[src/rtl/digit_entry_if.sv]
// digit_entry_if -- bundles the digit-entry controller's data/handshake signals.
//   control : digit-valid level from the scan-code decoder (one digit per rising edge)
//   num     : decoded digit, sampled on a digit event
//   clear   : synchronous abort back to idle
//   entry   : partial BCD buffer, newest digit in [3:0]
//   count   : digits currently held in entry
//   value   : last committed BCD code
//   valid   : one-cycle pulse when value is updated
//   busy    : entry in progress
//   aborted : one-cycle pulse when an entry times out
// Modports: master drives the inputs and observes results; slave is the controller.
interface digit_entry_if;
    logic        control;
    logic [3:0]  num;
    logic        clear;
    logic [15:0] entry;
    logic [2:0]  count;
    logic [15:0] value;
    logic        valid;
    logic        busy;
    logic        aborted;

    modport master (
        output control, num, clear,
        input  entry, count, value, valid, busy, aborted
    );

    modport slave (
        input  control, num, clear,
        output entry, count, value, valid, busy, aborted
    );
endinterface

[src/rtl/digit_entry_ctrl.sv]
// digit_entry_ctrl -- collects DIGITS BCD digits from a level-type digit-valid
// strobe and commits them as one code.
// Ports:
//   clk   : single clock, rising edge
//   rst_n : synchronous active-low reset
//   bus   : digit_entry_if.slave (control/num/clear in; entry/count/value/valid/busy/aborted out)
// Parameters: DIGITS (1..4) digits per entry; TIMEOUT_CYCLES idle cycles before abort.
// Optional feature: define DIGIT_TIMEOUT_EN to enable the inter-digit timeout.
// Without it, ENTRY waits indefinitely and aborted is tied to 0.
module digit_entry_ctrl #(
    parameter int unsigned DIGITS         = 4,
    parameter int unsigned TIMEOUT_CYCLES = 50_000_000
) (
    input  logic          clk,
    input  logic          rst_n,
    digit_entry_if.slave  bus
);

    localparam int unsigned EntryW = 16;
    localparam int unsigned NumW   = 4;
    localparam int unsigned CountW = 3;

    // Elaboration-time parameter sanity check
    if (DIGITS < 1 || DIGITS > 4 || TIMEOUT_CYCLES < 1) begin : g_bad_params
        $error("digit_entry_ctrl: DIGITS must be 1..4 and TIMEOUT_CYCLES >= 1");
    end

    typedef enum logic [1:0] {
        IDLE  = 2'd0,
        ENTRY = 2'd1,
        DONE  = 2'd2
    } state_e;

    state_e              state_q, state_d;
    logic                ctrl_q;
    logic [EntryW-1:0]   entry_q, entry_d;
    logic [CountW-1:0]   count_q, count_d;
    logic [EntryW-1:0]   value_q, value_d;
    logic                valid_q, valid_d;
    logic                busy_q, busy_d;
    logic                aborted_q, aborted_d;

    logic                ev_c;
    logic                digit_ok_c;
    logic                tmo_hit_c;

    // Rising edge of control is a digit event; out-of-range codes are ignored
    assign ev_c       = bus.control & ~ctrl_q;
    assign digit_ok_c = ev_c & (bus.num <= NumW'(9));

`ifdef DIGIT_TIMEOUT_EN
    localparam int unsigned CntW = (TIMEOUT_CYCLES > 1) ? $clog2(TIMEOUT_CYCLES) : 1;

    logic [CntW-1:0] tmo_q, tmo_d;

    assign tmo_hit_c = (tmo_q == CntW'(TIMEOUT_CYCLES - 1));

    // Counts idle ENTRY cycles; zero whenever ENTRY is entered, left, or a digit lands
    always_comb begin
        tmo_d = '0;
        if (state_q == ENTRY && state_d == ENTRY && !digit_ok_c) begin
            tmo_d = tmo_q + CntW'(1);
        end
    end

    always_ff @(posedge clk) begin
        if (!rst_n) begin
            tmo_q <= '0;
        end else begin
            tmo_q <= tmo_d;
        end
    end
`else
    assign tmo_hit_c = 1'b0;
`endif

    // Next-state and datapath; clear beats digits, digits beat timeout
    always_comb begin
        state_d   = state_q;
        entry_d   = entry_q;
        count_d   = count_q;
        value_d   = value_q;
        aborted_d = 1'b0;

        if (bus.clear) begin
            state_d = IDLE;
            entry_d = '0;
            count_d = '0;
        end else begin
            unique case (state_q)
                IDLE: begin
                    if (digit_ok_c) begin
                        entry_d = EntryW'(bus.num);
                        count_d = CountW'(1);
                        if (DIGITS == 1) begin
                            state_d = DONE;
                            value_d = entry_d;
                        end else begin
                            state_d = ENTRY;
                        end
                    end
                end
                ENTRY: begin
                    if (digit_ok_c) begin
                        entry_d = {entry_q[EntryW-NumW-1:0], bus.num};
                        count_d = count_q + CountW'(1);
                        if (count_d == CountW'(DIGITS)) begin
                            state_d = DONE;
                            value_d = entry_d;
                        end
                    end else if (tmo_hit_c) begin
                        state_d   = IDLE;
                        entry_d   = '0;
                        count_d   = '0;
                        aborted_d = 1'b1;
                    end
                end
                DONE: begin
                    // Events arriving here are dropped
                    state_d = IDLE;
                    entry_d = '0;
                    count_d = '0;
                end
                default: begin
                    state_d = IDLE;
                    entry_d = '0;
                    count_d = '0;
                end
            endcase
        end

        valid_d = (state_d == DONE);
        busy_d  = (state_d == ENTRY);
    end

    // State and output registers
    always_ff @(posedge clk) begin
        if (!rst_n) begin
            state_q   <= IDLE;
            ctrl_q    <= 1'b0;
            entry_q   <= '0;
            count_q   <= '0;
            value_q   <= '0;
            valid_q   <= 1'b0;
            busy_q    <= 1'b0;
            aborted_q <= 1'b0;
        end else begin
            state_q   <= state_d;
            ctrl_q    <= bus.control;
            entry_q   <= entry_d;
            count_q   <= count_d;
            value_q   <= value_d;
            valid_q   <= valid_d;
            busy_q    <= busy_d;
            aborted_q <= aborted_d;
        end
    end

    assign bus.entry   = entry_q;
    assign bus.count   = count_q;
    assign bus.value   = value_q;
    assign bus.valid   = valid_q;
    assign bus.busy    = busy_q;
    assign bus.aborted = aborted_q;

endmodule

[src/flat_wrapper.sv]
// flat-port wrapper written by rule: the top's interface ports become plain ports
module digit_entry_ctrl_flat 
#(
    parameter int unsigned DIGITS         = 4,
    parameter int unsigned TIMEOUT_CYCLES = 50_000_000
)
  (clk, rst_n, bus_control, bus_num, bus_clear, bus_entry, bus_count, bus_value, bus_valid, bus_busy, bus_aborted);
  digit_entry_if bus_i ();
  input  logic clk;
  input  logic rst_n;
  input wire logic [$bits(bus_i.control)-1:0] bus_control;
  input wire logic [$bits(bus_i.num)-1:0] bus_num;
  input wire logic [$bits(bus_i.clear)-1:0] bus_clear;
  output wire logic [$bits(bus_i.entry)-1:0] bus_entry;
  output wire logic [$bits(bus_i.count)-1:0] bus_count;
  output wire logic [$bits(bus_i.value)-1:0] bus_value;
  output wire logic [$bits(bus_i.valid)-1:0] bus_valid;
  output wire logic [$bits(bus_i.busy)-1:0] bus_busy;
  output wire logic [$bits(bus_i.aborted)-1:0] bus_aborted;
  assign bus_i.control = bus_control;
  assign bus_i.num = bus_num;
  assign bus_i.clear = bus_clear;
  assign bus_entry = bus_i.entry;
  assign bus_count = bus_i.count;
  assign bus_value = bus_i.value;
  assign bus_valid = bus_i.valid;
  assign bus_busy = bus_i.busy;
  assign bus_aborted = bus_i.aborted;
  digit_entry_ctrl #(.DIGITS(DIGITS), .TIMEOUT_CYCLES(TIMEOUT_CYCLES)) u_core (.clk(clk), .rst_n(rst_n), .bus(bus_i));
endmodule
[config.mk]
export PLATFORM = sky130hd
export DESIGN_NAME = digit_entry_ctrl_flat
export DESIGN_NICKNAME = d
export VERILOG_FILES = /design/src/rtl/digit_entry_if.sv /design/src/rtl/digit_entry_ctrl.sv /design/src/flat_wrapper.sv
export SDC_FILE = /design/constraint.sdc
export NUM_CORES = 1
export LEC_CHECK = 0
export BUFFER_PORTS_ARGS = -buffer_cell sky130_fd_sc_hd__buf_2
export CAP_MARGIN = 15
export CORE_MARGIN = 2
export CORE_UTILIZATION = 50
export DETAILED_ROUTE_END_ITERATION = 10
export PLACE_DENSITY_LB_ADDON = 0.25
export SLEW_MARGIN = 0
export SYNTH_ARGS = -nofsm -noshare
export SYNTH_HDL_FRONTEND = slang
export SYNTH_SLANG_ARGS = --single-unit
[constraint.sdc]
create_clock -name clk -period 2 [get_ports clk]
set_input_delay 0 -clock clk [delete_from_list [all_inputs] [get_ports clk]]
set_output_delay 0 -clock clk [all_outputs]
set_load 0.01 [all_outputs]
# After elaboration in Yosys (flattened, before gate mapping)
# Cells that the tools add are included.
[totals] reg_bits=40 inputBits=8 output_inout_bits=38 word_cells=35
[classes] add_sub_neg=1 magnitude_cmp=1 n_eq_ne=6 n_mux=11 n_bitwise=5 reduce_logical=4
[ops] op="two-way mux 16 bit" n=2
[ops] op="case mux 16 bit (2 select lines)" n=1
[ops] op="two-way mux 2 bit" n=4
[ops] op="two-way mux 3 bit" n=2
[ops] op="case mux 3 bit (2 select lines)" n=1
[ops] op="== test 2 x 1 -> 1 bit (second input constant)" n=2
[ops] op="<= comparator 4 bit (second input constant)" n=1
[ops] op="!= test 2 x 1 -> 1 bit (second input constant)" n=2
[ops] op="case mux 2 bit (2 select lines)" n=1
[ops] op="AND reduction 4 bit" n=1
[ops] op="adder 3 x 1 -> 3 bit (second input constant)" n=1
[ops] op="== test 3 bit (second input constant)" n=1
[ops] op="inverter 1 bit" n=3
[ops] op="AND 1 bit" n=2
[ops] op="== test 2 bit (second input constant)" n=1
[ops] op="logical NOT 2 bit" n=1
[ops] op="AND reduction 2 bit" n=1
[ops] op="OR reduction 2 bit" n=1

# Logic depth before layout (Yosys ltp)
[logic_depth] word_depth=7 depth_mapped=6 ltp_nobuf=5

# Least setup slack after synthesis
# OpenSTA, ideal clock, no wires.
[synth_timing] kind="reg-to-reg" from="register u_core.count_q[0], in the netlist u_core.bus.count[0]" to="register u_core.value_q[0], in the netlist u_core.bus.value[0]" setup_ns=0.072 arrival_ns=1.515 required_time_ns=1.928 slack_ns=0.413 path_stages_with_launch=7 n_path_buf=1 synth_period_minus_slack_ns=1.587 path_cell_list="dfxtp_1 > ha_1 > xor2_1 > nand4_2 > nor2_8 > buf_12 > mux2i_1"
[synth_via] elab_chain_len=3
[synth_rtl] element="from (decl)" line_no="digit_entry_ctrl.sv:37" text="logic [CountW-1:0] count_q, count_d;"
[synth_rtl] element="from (signal assigned)" line_no="digit_entry_ctrl.sv:151" text="count_q <= count_d;"
[synth_rtl] element="adder 3 x 1 -> 3 bit" line_no="digit_entry_ctrl.sv:106" text="count_d = count_q + CountW'(1);"
[synth_rtl] element="== test 3 bit" line_no="digit_entry_ctrl.sv:107" text="if (count_d == CountW'(DIGITS)) begin"
[synth_rtl] element="AND reduction 4 bit (no source line)"
[synth_rtl] element="to (signal assigned)" line_no="digit_entry_ctrl.sv:152" text="value_q <= value_d;"
[synth_rtl] element="to (decl)" line_no="digit_entry_ctrl.sv:38" text="logic [EntryW-1:0] value_q, value_d;"
# No other way between the ends.
# A chain may end at the register's enable or synchronous reset.

# Worst setup path after layout
[layout_timing] from="register u_core.count_q[0], in the netlist u_core.bus.count[0]" to="register u_core.value_q[5], in the netlist u_core.bus.value[5]"
# Same word-level chain as after synthesis.

==> impl_metrics.py <==
metrics = {
    "cts": {
        "h-tree-depth": 2,
        "cts.path.max_buffers": 2,
        "cts_setup_buffers": 0,
        "insertion_delay_ns": 0.35,
        "clkTransAtPathRegs_ns": 0.11,
        "cts_tree": "built",
        "cts.sinks": 40,
        "cts_root_buf": "clkbuf_4",
        "numCtsBuffers": 5,
    },
    "critical_path": {
        "worst_path_max_delay_cell": "dfxtp_1",
        "cpPeakStageDelay_ns": 0.42,
        "critPathKind": "register to register",
        "r2r_start": "u_core.bus.count[0]",
        "arrival_ns": 1.99,
        "rrSetupSlack_ns": 0.30,
        "cp_max_fo": 16,
        "worstSetupStartpointType": "register",
        "critical_path.endpoint_type": "register",
        "crit_chain": "ha_1, xor2_1, nand4_2, nor2_8, mux2i_1",
        "cp.required_ns": 2.28,
        "crit_start": "u_core.bus.count[0]",
    },
    "yosys": {
        "ys_top_cells_by_area": "dfxtp_1 (50%), nand2_1 (13%), mux2i_1 (10%)",
        "netlist_instances": 177,
        "ys_types": 25,
        "syn_area_um2": 1590,
        "synth_top_area_frac": 0.5035,
        "syn_area_per_cell_um2": 8.985,
        "synth.largest_area_cell": "dfxtp_1",
        "synth_warnings": 0,
        "syn-num-nets": 187,
        "synthArstFlopShare": 0,
        "synth_edf_count": 0,
        "ys_ff_latch": 40,
        "synth_seq_area_share": 0.5035,
        "ys.flop_type": "dfxtp_1",
    },
    "power_and_ir_drop": {
        "p_leak_nw": 0.8488,
        "powerDensity_nw_per_um2": 684.5,
        "ir_drop_v": 0.0004500,
        "power_w": 0.001313,
    },
    "floorplanning": {
        "die_w_um": 60.40,
        "fp.coreArea_um2": 3028,
        "die-area_um2": 3648,
        "initial_core_util": 0.5252,
        "ioPinCount": 46,
        "die-height_um": 60.40,
        "row_count": 20,
    },
    "place": {
        "dp_hpwl_mm": 2.258,
        "gp_congestion": 0.7378,
        "port_buffers": 44,
    },
    "finish": {
        "n_antenna_cell": 0,
        "syn_to_final_growth_pct": 20.61,
        "seq_area_um2": 800.8,
        "final_nets": 232,
        "multi_input_area_um2": 708.2,
        "post_route_cells_drive_above_1_share": 0.2646,
        "final_common_cell": "nand2_1",
        "final_cell_mix": "nand2_1 (54), buf_2 (44), dfxtp_1 (40)",
        "n_fill_cell": 279,
    },
    "sta": {
        "fin_crit_ns": 1.705,
        "clock_skew_ns": 0.005142,
        "slew_headroom": 0.5645,
        "maxSlewViolCount": 0,
        "max_freq_ghz": 0.5865,
        "worstMarginPinSlew_ns": 0.6517,
        "hold_viol_final": 0,
        "tns_ns": 0,
        "setup_viol": 0,
        "finalCritPeriodShare": 0.8525,
        "rsz0062_at_grt": "false",
    },
    "global_routing": {
        "grt_pass1_wl_mm": 5.278,
        "grt_overflow_total": 0,
        "grtUsageTotal": 0.1996,
        "grt_pass1_vias": 1148,
        "antenna_found_initial": 0,
        "grt_max_degree": 35,
    },
    "routing": {
        "first_pass_iters": 4,
        "drt_iter0_drc": 76,
        "drc": 0,
        "vias": 1348,
        "drt-total-wl_mm": 3.254,
        "wl_per_cell_um": 12.19,
        "via_per_inst": 5.049,
        "drtAntennaViolNets": 0,
    },
    "run": {
        "drv_cap": 0,
    },
    "run_status": {
        "status": "finished, final reports clean",
    },
    "worst_hold_path": {
        "min_path_type": "input port to register",
        "min_from": "bus_clear",
    },
}
## logic make-up (layout without fill, tap and decap cells)
kind of cell,after synthesis,in the layout,share of synthesized area
simple gates,79,79,0.2360
flops,40,40,0.5035
compound gates,24,24,0.08498
mux,16,16,0.1007
buf+inv,14,60,0.05114
fa+ha+maj,2,2,0.01573
other cells,1,1,0.002358
xor+xnor,1,1,0.005508
## cell type report
type | instances | area share
multi-input cells | 123 | 0.3692
clock inverters | 2 | 0.005219
repair buffers | 52 | 0.1526
well taps | 44 | 0.02870
flip-flops and latches | 40 | 0.4175
clock buffers | 6 | 0.02674
## where the power goes
group / switching [W] / leakage [nW] / internal [W] / total [W]
Sequential: 0.00000421 / 0.323 / 0.000802 / 0.000806
Clock: 0.000258 / 0.0380 / 0.000167 / 0.000426
Combinational: 0.0000536 / 0.488 / 0.0000278 / 0.0000815
## Yosys cell counts, drive strengths merged, types with 2 or more instances
library cell  count
a21oi            18
and2              2
buf               5
clkbuf            9
dfxtp            40
ha                2
mux2i            16
nand2            54
nand3            13
nand4             2
nor2              4
o211a             2
o21ai             3
## worst max-delay path: cells and delay by family (launching register included)
kind	cells	cell delay [ns]
xor+xnor	1	0.23
fa+ha+maj	1	0.23
flops	1	0.42
mux	1	0.24
simple gates	2	0.52
## worst paths after layout
check | endpoint | cells after the start
min | u_core.bus.busy | 4
max | u_core.bus.value[5] | 5
max reg2reg | u_core.bus.value[5] | 5
min reg2reg | u_core.bus.entry[15] | 2
## through the flow
| stage | util | cell area (um^2) | std cells | hold WS, ns | setup WS [ns] |
|---|---|---|---|---|---|
| floorplan | - | 1590 | 177 | 0.1217 | 0.4134 |
| global placement | 0.5967 | 1807 | 254 | 0.2604 | 0.4217 |
| detailed placement | 0.5967 | 1807 | 254 | 0.2680 | 0.2965 |
| CTS | 0.6335 | 1918 | 267 | 0.1022 | 0.2800 |
| global route | 0.6335 | 1918 | 267 | 0.1290 | 0.1285 |
| finish | 0.6335 | 1918 | 267 | 0.1089 | 0.2951 |
## sequential cells by signal, summed over array words and instances, names as in the netlist
register,cells
u_core.bus.busy,1
u_core.bus.count,3
u_core.bus.entry,16
u_core.bus.valid,1
u_core.bus.value,16
u_core.ctrl_q,1
u_core.state_q,2
## routing by layer
| layer | part of all wire | track usage | wire [um] |
|---|---|---|---|
| met5 | 0 | 0 | 0 |
| met4 | 0.014 | 0.06667 | 45 |
| met3 | 0.050 | 0.07676 | 162 |
| met2 | 0.47 | 0.3261 | 1544 |
| met1 | 0.46 | 0.2423 | 1501 |
## repair_timing
item,CTS,global route
hold endpoints to repair,9,0
resized for setup,0,0
hold buffers,5,0
Note: power is estimated with default switching activity, not from simulation.
